--- src/rtl/key_sim_pkg.sv ---
// key_sim_pkg: shared FSM states and LFSR constants for the bouncy-key emulator.
package key_sim_pkg;
    typedef enum logic [1:0] {IDLE, BOUNCE, HOLD} key_state_e;
    localparam logic [15:0] LFSR_POLY     = 16'hB400;
    localparam logic [15:0] LFSR_SEED_DEF = 16'hACE1;
endpackage

--- src/rtl/key_lfsr16.sv ---
// key_lfsr16: 16-bit right-shifting Galois LFSR (x^16+x^14+x^13+x^11+1), advances on step.
module key_lfsr16
    import key_sim_pkg::*;
(
    input  logic        clk,
    input  logic        rst,
    input  logic        step,
    input  logic [15:0] seed,
    output logic [15:0] value
);
    logic [15:0] value_q, value_d;

    always_comb value_d = step ? ((value_q >> 1) ^ (value_q[0] ? LFSR_POLY : 16'h0)) : value_q;

    always_ff @(posedge clk or posedge rst) begin
        if (rst) value_q <= seed;
        else     value_q <= value_d;
    end

    assign value = value_q;
endmodule

--- src/rtl/key_bounce_gen.sv ---
// key_bounce_gen: emulates a bouncing key level for debouncer stimulus.
// Define KEY_BOUNCE_RAND_EN for LFSR-randomised bounce phase lengths.
module key_bounce_gen
    import key_sim_pkg::*;
#(
    parameter int          BOUNCE_CNT   = 6,
    parameter int          BOUNCE_TICKS = 35,
    parameter int          HOLD_TICKS   = 3060,
    parameter logic [15:0] LFSR_SEED    = LFSR_SEED_DEF
) (
    input  logic clk,
    input  logic rst,
    input  logic req_valid,
    input  logic req_level,
    output logic req_ready,
    output logic key_out,
    output logic busy,
    output logic done
);
    localparam int MAXT = BOUNCE_TICKS > HOLD_TICKS ? BOUNCE_TICKS : HOLD_TICKS;
    localparam int CW   = $clog2(MAXT + 1);
    localparam int TGW  = BOUNCE_CNT > 0 ? $clog2(2 * BOUNCE_CNT + 1) : 1;

    if (LFSR_SEED == 16'h0 || BOUNCE_TICKS < 1 || HOLD_TICKS < 1 || BOUNCE_CNT > 15) begin : g_bad_params
        $error("key_bounce_gen: invalid parameters");
    end

    key_state_e     state_q, state_d;
    logic [CW-1:0]  cnt_q, cnt_d, phase_m1;
    logic [TGW-1:0] tog_q, tog_d;
    logic           key_q, key_d, done_q, done_d, pend_q, pend_d;

`ifdef KEY_BOUNCE_RAND_EN
    localparam int TW = $clog2(BOUNCE_TICKS + 1);
    logic [15:0] lfsr;
    logic        step;
    // One step per phase load: entering BOUNCE or reloading a phase inside it.
    assign step = (state_d == BOUNCE) && (state_q != BOUNCE || cnt_q == '0);
    key_lfsr16 u_lfsr (.clk(clk), .rst(rst), .step(step), .seed(LFSR_SEED), .value(lfsr));
    assign phase_m1 = CW'(lfsr[TW-2:0]);
`else
    assign phase_m1 = CW'(BOUNCE_TICKS - 1);
`endif

    always_comb begin
        state_d = state_q;
        cnt_d   = cnt_q;
        tog_d   = tog_q;
        key_d   = key_q;
        done_d  = 1'b0;
        pend_d  = 1'b0;
        case (state_q)
            IDLE: begin
                done_d = pend_q;
                // A same-level request completes with a done one edge later, no FSM excursion.
                if (req_valid && req_level == key_q) begin
                    pend_d = 1'b1;
                end else if (req_valid) begin
                    key_d   = req_level;
                    state_d = BOUNCE_CNT == 0 ? HOLD : BOUNCE;
                    cnt_d   = BOUNCE_CNT == 0 ? CW'(HOLD_TICKS - 1) : phase_m1;
                    tog_d   = TGW'(2 * BOUNCE_CNT);
                end
            end
            BOUNCE: begin
                if (cnt_q == '0) begin
                    key_d   = ~key_q;
                    tog_d   = tog_q - 1'b1;
                    state_d = tog_q == TGW'(1) ? HOLD : BOUNCE;
                    cnt_d   = tog_q == TGW'(1) ? CW'(HOLD_TICKS - 1) : phase_m1;
                end else begin
                    cnt_d = cnt_q - 1'b1;
                end
            end
            HOLD: begin
                state_d = cnt_q == '0 ? IDLE : HOLD;
                done_d  = cnt_q == '0;
                cnt_d   = cnt_q == '0 ? cnt_q : cnt_q - 1'b1;
            end
            default: state_d = IDLE;
        endcase
    end

    always_ff @(posedge clk or posedge rst) begin
        if (rst) begin
            state_q <= IDLE;
            cnt_q   <= '0;
            tog_q   <= '0;
            key_q   <= 1'b0;
            done_q  <= 1'b0;
            pend_q  <= 1'b0;
        end else begin
            state_q <= state_d;
            cnt_q   <= cnt_d;
            tog_q   <= tog_d;
            key_q   <= key_d;
            done_q  <= done_d;
            pend_q  <= pend_d;
        end
    end

    assign req_ready = state_q == IDLE;
    assign busy      = ~req_ready;
    assign key_out   = key_q;
    assign done      = done_q;
endmodule

--- config.mk ---
export PLATFORM = sky130hd
export DESIGN_NAME = key_bounce_gen
export DESIGN_NICKNAME = d
export VERILOG_FILES = /design/src/rtl/key_sim_pkg.sv /design/src/rtl/key_lfsr16.sv /design/src/rtl/key_bounce_gen.sv
export SDC_FILE = /design/constraint.sdc
export NUM_CORES = 1
export LEC_CHECK = 0
export CAP_MARGIN = 20
export CORE_MARGIN = 4
export CORE_UTILIZATION = 60
export DETAILED_ROUTE_END_ITERATION = 6
export GPL_ROUTABILITY_DRIVEN = 0
export PLACE_DENSITY = 0.9
export SYNTH_ARGS = -nofsm -noshare
export SYNTH_HDL_FRONTEND = slang
export SYNTH_SLANG_ARGS = --single-unit
--- constraint.sdc ---
create_clock -name clk -period 7.3 [get_ports clk]
set_input_delay 0.73 -clock clk [delete_from_list [all_inputs] [get_ports clk]]
set_output_delay 0.73 -clock clk [all_outputs]
set_load 0.005 [all_outputs]
==> results of run 1 <==
## worst max path at each step
stage	startpoint	to	slack, ns	depth (start not counted)
global placement	req_level	cnt_q[10]	4.27	6
detailed placement	req_level	cnt_q[10]	4.16	6
global route	cnt_q[0]	cnt_q[1]	4.07	8
CTS	cnt_q[0]	cnt_q[1]	4.31	7
floorplan	cnt_q[0]	cnt_q[7]	4.74	8
finish	cnt_q[0]	cnt_q[1]	4.32	8
## synthesized netlist by cell type (2+ instances only)
cell type	count	area, µm²
sky130_fd_sc_hd__a21boi_0	5	37.5
sky130_fd_sc_hd__a21oi_1	7	35.0
sky130_fd_sc_hd__a22o_1	4	35.0
sky130_fd_sc_hd__a2bb2oi_1	2	17.5
sky130_fd_sc_hd__a31oi_1	3	18.8
sky130_fd_sc_hd__and3_1	2	12.5
sky130_fd_sc_hd__buf_2	2	10.0
sky130_fd_sc_hd__dfrtp_1	21	526
sky130_fd_sc_hd__ha_1	8	100
sky130_fd_sc_hd__inv_1	12	45.0
sky130_fd_sc_hd__nand2_1	16	60.1
sky130_fd_sc_hd__nand3_1	5	25.0
sky130_fd_sc_hd__nor2_1	8	30.0
sky130_fd_sc_hd__nor3_1	5	25.0
sky130_fd_sc_hd__nor4_1	3	18.8
sky130_fd_sc_hd__o21ai_0	16	80.1
sky130_fd_sc_hd__o21ai_1	2	10.0
sky130_fd_sc_hd__o22a_1	3	26.3
sky130_fd_sc_hd__o22ai_1	2	12.5
sky130_fd_sc_hd__o2bb2ai_1	2	17.5
sky130_fd_sc_hd__o31a_1	3	26.3
sky130_fd_sc_hd__o31ai_1	2	15.0
sky130_fd_sc_hd__o41ai_1	2	17.5
sky130_fd_sc_hd__or2_2	2	12.5
sky130_fd_sc_hd__or4_1	2	15.0
## cells by family after synthesis
| group | share of synthesized area [%] |
|---|---|
| compound gates | 30.9 |
| flops | 37.3 |
| xor+xnor | 0.622 |
| buf+inv | 4.97 |
| simple gates | 18.4 |
| fa+ha+maj | 7.11 |
| mux | 0.711 |
## worst register-to-register path: cells and delay by family (launching register included)
| family | cells | cell delay [ns] |
|---|---|---|
| buf+inv | 2 | 0.37 |
| flops | 1 | 0.44 |
| fa+ha+maj | 1 | 0.14 |
| compound gates | 2 | 0.60 |
| simple gates | 3 | 1.36 |
## flip-flops by register name, indices dropped and copies added (netlist names)
| name | flops |
|---|---|
| done | 1 |
| cnt_q | 12 |
| state_q | 2 |
| tog_q | 4 |
| key_out | 1 |
| pend_q | 1 |
## per-stage QoR
step                      instances  cell area, µm²  setup slack (ns)
after floorplan                 158            1410              4.74
after global placement          189            1490              4.27
after detailed placement        189            1490              4.16
after CTS                       193            1520              4.31
after global routing            194            1520              4.07
final                           194            1520              4.32
## routing by layer
layer | vias up | part of all wire [%]
li1 | 611 | -
met1 | 624 | 42
met2 | 69 | 47
met3 | 13 | 8.3
met4 | 0 | 2.7
met5 | - | 0
## report_power, final
group,internal (W),total (W),switching (W),leakage (nW)
clock network,0.0000213,0.0000571,0.0000358,0.0150
logic,0.000161,0.000400,0.000239,0.378
registers,0.000158,0.000212,0.0000540,0.269
total,0.000340,0.000669,0.000329,0.663
## cell type report
| class | instances | area (µm²) | share of cell area (%) |
|---|---|---|---|
| clock buffer | 4 | 26.3 | 1.73 |
| inverter | 12 | 45.0 | 2.96 |
| multi-input combinational | 121 | 813 | 53.5 |
| sequential | 21 | 526 | 34.6 |
| tap | 28 | 35.0 | 2.30 |
| timing repair buffer | 8 | 75.1 | 4.94 |
==> Implementation_results.wiki, run 1 <==
{| class="wikitable"
! Metric !! Value
|-
| Hold Path Stages || 2
|-
| Final period demand of the worst path || 2.98 ns
|-
| Effective utilization at floorplan || 63.1%
|-
| Distinct cells, synth || 44
|-
| Most common cell after layout, fill and taps aside || sky130_fd_sc_hd__dfrtp_1
|-
| Slew @ Worst Pin || 0.809 ns
|-
| Final hold vios || 0
|-
| Hold worst-path end || done
|-
| Post-cts resize count || 0
|-
| GRT met2 Usage || 32.3%
|-
| Post-route antenna net violation count || 0
|-
| Outcome || complete, no violations
|-
| Met3 Usage GRT || 3.68%
|-
| Clock tree buffer depth || 2
|-
| Fmax || 336 MHz
|-
| NumNets Final || 179
|-
| Most used cells in the layout excluding fill and tap cells || sky130_fd_sc_hd__dfrtp_1, sky130_fd_sc_hd__nand2_1, sky130_fd_sc_hd__o21ai_0
|-
| Category of the worst setup path capture point || flip-flop
|-
| Count of synthesis-stage warnings from yosys || 0
|-
| Die Area || 3190 µm²
|-
| Wire length per cell || 16.6 µm
|-
| Number of violations reported at the end of detailed-routing iteration 0 || 66
|-
| Number of antenna violations at the first check in global routing || 0
|-
| Overall routed net length || 3.21 mm
|-
| Number of placement rows || 17
|-
| Post-Route Setup TNS || 0 ns
|-
| Critical path data arrival time || 3.21 ns
|-
| Final core utilization || 68.1%
|-
| Library cell contributing the largest single delay on the critical path || sky130_fd_sc_hd__or4b_2
|-
| Total power density per cell area || 440 nW/µm²
|-
| CTS H-Tree Depth || 1
|-
| Met1 GRT Util || 27.7%
|-
| Post-synthesis sequential area ratio || 37.3%
|-
| Slew margin rel. || 46.0%
|-
| Max VDD drop || 0.234 mV
|-
| Number of global-route vias before repair || 1184
|-
| Register clock-pin slew on the reported worst setup and hold paths || 0.12 ns
|-
| Hold Slack || 0.466 ns
|-
| Later-pin clock latency in the skew report || 0.30 ns
|-
| Most common flop cell mapped by yosys || sky130_fd_sc_hd__dfrtp_1
|-
| First-pass DRT Iterations || 4
|-
| Capture instance of the worst register-to-register path || cnt_q[1]
|-
| Wire length of the first global-routing pass || 5.29 mm
|-
| Syn Inst Count || 158
|-
| Detailed-route DRC error count || 0
|-
| Post-DP HPWL || 2.31 mm
|-
| Worst hold path startpoint || pend_q
|-
| P_leak || 0.663 nW
|-
| Post-Synthesis Cell Area || 1410 µm²
|-
| I/O Buffers || 7
|-
| FF-to-FF path depth || 8
|-
| Final setup viols || 0
|-
| Syn_nets || 170
|-
| Synth async-reset ratio || 100%
|-
| Clock tree from TritonCTS || yes
|-
| DIE WIDTH || 56.5 µm
|-
| Final clock period utilization by the worst path || 40.8%
|-
| Number of buffers created by CTS || 3
|-
| Register-to-register setup slack || 4.32 ns
|-
| Number of I/O pins || 8
|-
| Die span in y || 56.5 µm
|-
| Number of hold buffers added after cts || 0
|-
| Final max-slew violation count || 0
|-
| #FFs+latches synth || 21
|-
| Worst endpoint required time || 7.54 ns
|-
| Largest stage delay, worst path || 0.65 ns
|-
| Core footprint || 2230 µm²
|-
| Antenna Diode Count || 0
|-
| Post-synthesis area per instance || 8.92 µm²
|-
| Total buffers and inverters traversed by the critical path || 2
|-
| Worst hold path type || reg2reg
|-
| Unrepaired setup endpoints after global routing || false
|-
| Largest net degree at the start of global routing || 22
|-
| Maximum clock skew at final layout || 0.00325 ns
|-
| Number of sinks driven by the clock tree || 21
|-
| Startpoint type of the worst setup path || flip-flop
|-
| CP delay by family, top || simple AND/OR/NAND/NOR gates
|-
| List of cells traversed by the critical path || inv_1 -> ha_1 -> or4b_2 -> nor4_2 -> a21boi_0 -> clkbuf_2 -> nand2_1 -> a2bb2oi_1
|-
| Reg2reg start || cnt_q[0]
|-
| Largest fanout on the critical path || 10
|-
| Final-layout fill cell count || 188
|-
| Overall overflow remaining after global route || 0
|-
| Number of setup buffers added after CTS || 0
|-
| Syn-to-layout area delta || 7.90%
|-
| Count of flip-flops with a built-in enable after synthesis || 0
|-
| Overall via count from detail_route || 1317
|-
| Power after layout || 0.000669 W
|-
| Share of layout cells above drive strength 1 || 6.63%
|-
| Number of max-cap violations || 0
|-
| Highest-utilization routing layer at the global route stage || met2
|-
| Overall track demand over capacity in global routing || 20.5%
|-
| Cell at the root of the clock tree || sky130_fd_sc_hd__clkbuf_4
|-
| Vias per Instance || 6.79
|-
| Category of the critical setup timing path || reg2reg
|}
Note: power is estimated with default switching activity, not from simulation.
==> run 2, diff against run 1 <==
--- a/config.mk
+++ b/config.mk
@@ -7,10 +7,10 @@
 export LEC_CHECK = 0
 export CAP_MARGIN = 20
 export CORE_MARGIN = 4
-export CORE_UTILIZATION = 60
+export CORE_UTILIZATION = 53
 export DETAILED_ROUTE_END_ITERATION = 6
 export GPL_ROUTABILITY_DRIVEN = 0
-export PLACE_DENSITY = 0.9
+export PLACE_DENSITY = 0.85
 export SYNTH_ARGS = -nofsm -noshare
 export SYNTH_HDL_FRONTEND = slang
 export SYNTH_SLANG_ARGS = --single-unit
==> constraint.sdc (replaced) <==
create_clock -name clk -period 2.65 [get_ports clk]
set_input_delay 0.265 -clock clk [delete_from_list [all_inputs] [get_ports clk]]
set_output_delay 0.265 -clock clk [all_outputs]
set_load 0.005 [all_outputs]
==> run 2 against run 1 <==
- final cell count up 4.6%
- routed wire length up 3.8%
- register-to-register slack worse by 4.2 ns
- core utilization down 4.8 points
- fmax up 16%
- die area up 11%
- combinational power rose to 3.0 times the previous value
- global-route usage up 0.65 points
- clock power rose to 2.8 times the previous value
- sequential share of layout area down 1.3 points
- first-iteration DRC count up 61%
- largest cell class unchanged
==> Implementation_results.wiki, run 2 (synthesized netlist as in run 1, its figures left out) <==
{| class="wikitable"
! Metric !! Value
|-
| Register Area || 526 µm²
|-
| Wire length per cell || 16.4 µm
|-
| P_leak || 0.699 nW
|-
| Number of buffers created by CTS || 3
|-
| Post-Route Setup TNS || 0 ns
|-
| Syn-to-layout area delta || 12.3%
|-
| Non-Filler Cell Area, Final || 1580 µm²
|-
| Number of antenna violations at the first check in global routing || 0
|-
| Overall overflow remaining after global route || 0
|-
| Largest fanout on the critical path || 5
|-
| I/O Buffers || 7
|-
| Effective utilization at floorplan || 56.4%
|-
| Number of I/O pins || 8
|-
| Hold Slack || 0.393 ns
|-
| Max VDD drop || 0.757 mV
|-
| Largest registers ranked by flip-flop count || cnt_q (12), tog_q (4), state_q (2)
|-
| Clock tree buffer depth || 2
|-
| Maximum clock skew at final layout || 0.00300 ns
|-
| Share of total power in combinational logic || 62.1%
|-
| Int Pwr || 0.00101 W
|-
| Post-layout instance count excluding filler cells || 203
|-
| Share of layout cells above drive strength 1 || 10.4%
|-
| Wire length of the first global-routing pass || 5.64 mm
|-
| Slew @ Worst Pin || 0.802 ns
|-
| Number of global-route vias before repair || 1229
|-
| Overall track demand over capacity in global routing || 21.2%
|-
| Die Area || 3550 µm²
|-
| Flip-flop count of the largest register after layout || 12
|-
| Total power density per cell area || 1220 nW/µm²
|-
| Largest net degree at the start of global routing || 22
|-
| DIE WIDTH || 59.6 µm
|-
| Final setup viols || 0
|-
| Final period demand of the worst path || 2.56 ns
|-
| Fmax || 390 MHz
|-
| Register clock-pin slew on the reported worst setup and hold paths || 0.12 ns
|-
| Unrepaired setup endpoints after global routing || false
|-
| Placement-stage cell area || 1540 µm²
|-
| Placed cell count || 197
|-
| Slew margin rel. || 46.5%
|-
| Number of sinks driven by the clock tree || 21
|-
| Vias per Instance || 6.56
|-
| Area of the multi-input gates || 817 µm²
|-
| Sequential cell fraction of total power || 29.5%
|-
| Number of violations reported at the end of detailed-routing iteration 0 || 106
|-
| Later-pin clock latency in the skew report || 0.31 ns
|-
| Worst endpoint required time || 2.86 ns
|-
| Overall via count from detail_route || 1331
|-
| Most used cells in the layout excluding fill and tap cells || sky130_fd_sc_hd__dfrtp_1, sky130_fd_sc_hd__nand2_1, sky130_fd_sc_hd__o21ai_0
|-
| Top register by number of flip-flops || cnt_q
|-
| Switching Fraction || 47.6%
|-
| Overall routed net length || 3.34 mm
|-
| Final clock period utilization by the worst path || 96.7%
|-
| Critical path data arrival time || 2.77 ns
|-
| Die span in y || 59.6 µm
|-
| Final max-slew violation count || 0
|-
| Post-route antenna net violation count || 0
|-
| Category of the critical setup timing path || reg2reg
|-
| Category of the worst setup path capture point || flip-flop
|-
| Detailed-route DRC error count || 0
|-
| Final hold vios || 0
|-
| Net switching power || 0.000920 W
|-
| First-pass DRT Iterations || 4
|-
| Post-DP HPWL || 2.36 mm
|-
| Outcome || complete, no violations
|-
| Most common cell after layout, fill and taps aside || sky130_fd_sc_hd__dfrtp_1
|-
| Final-layout fill cell count || 197
|-
| Core footprint || 2500 µm²
|-
| Final core utilization || 63.3%
|-
| CTS H-Tree Depth || 1
|-
| Startpoint type of the worst setup path || flip-flop
|-
| Cell at the root of the clock tree || sky130_fd_sc_hd__clkbuf_4
|-
| NumNets Final || 186
|-
| Number of placement rows || 18
|-
| Number of max-cap violations || 0
|-
| Clock tree from TritonCTS || yes
|-
| Antenna Diode Count || 0
|-
| Clock network fraction of total power || 8.4%
|-
| Worst hold path type || in2async
|}
==> run 2: cell types whose count changed in the layout (fill, tap and decap cells not counted), sizes merged <==
cell,before,now
buf,0,8
clkbuf,5,4
==> run 2: final timing paths <==
path,from,to,slack (ns),cells after the start
min in group clk,cnt_q[8],cnt_q[8],0.53,1
max reg2reg,cnt_q[9],cnt_q[10],0.09,6
max in group asynchronous,rst,tog_q[2],1.76,2
min reg2reg,cnt_q[8],cnt_q[8],0.53,1
min,rst,cnt_q[6],0.39,2
max,cnt_q[9],cnt_q[10],0.09,6
==> run 2: per-layer routing <==
| layer | vias to the layer above | routed length, µm | global-route usage, % |
|---|---|---|---|
| met5 | - | 0 | 0 |
| met4 | 0 | 93 | 11.1 |
| met3 | 13 | 263 | 3.27 |
| met2 | 70 | 1520 | 33.9 |
| met1 | 626 | 1460 | 27.5 |
| li1 | 622 | - | - |
==> run 2: area by class of cell <==
class	instances	area share [%]
Sequential cell	21	33.2
Clock buffer	4	1.66
Timing Repair Buffer	15	8.23
Tap cell	30	2.37
Multi-Input combinational cell	121	51.7
Inverter	12	2.85
==> run 2: power by group through the flow <==
stage / logic [W] / registers (W) / clock network (W)
after floorplan: 0.000840 / 0.000545 / 0
after global placement: 0.00111 / 0.000564 / 0
after detailed placement: 0.00114 / 0.000571 / 0
after CTS: 0.00118 / 0.000564 / 0.000164
after global routing: 0.00132 / 0.000586 / 0.000180
final: 0.00120 / 0.000571 / 0.000162
==> run 2: stage by stage <==
stage	total power, W	worst slack (ns)
CTS	0.00191	0.123
global route	0.00208	0.00249
finish	0.00193	0.0886
global placement	0.00168	0.0843
detailed placement	0.00172	0.0228
floorplan	0.00139	0.0943
==> run 2: what timing repair did <==
item,4_1_cts,5_1_grt
setup endpoints to repair,1,0
resized for setup,1,0
hold buffers,0,0
hold endpoints to repair,0,0
setup buffers,2,0
==> run 2: critical path: stages (launching register included) <==
cell,delay [ns]
sky130_fd_sc_hd__dfrtp_1,0.45
sky130_fd_sc_hd__or4_1,0.59
sky130_fd_sc_hd__buf_4,0.18
sky130_fd_sc_hd__o41ai_1,0.61
sky130_fd_sc_hd__nand2b_1,0.27
sky130_fd_sc_hd__o21ai_0,0.12
sky130_fd_sc_hd__a22o_1,0.24
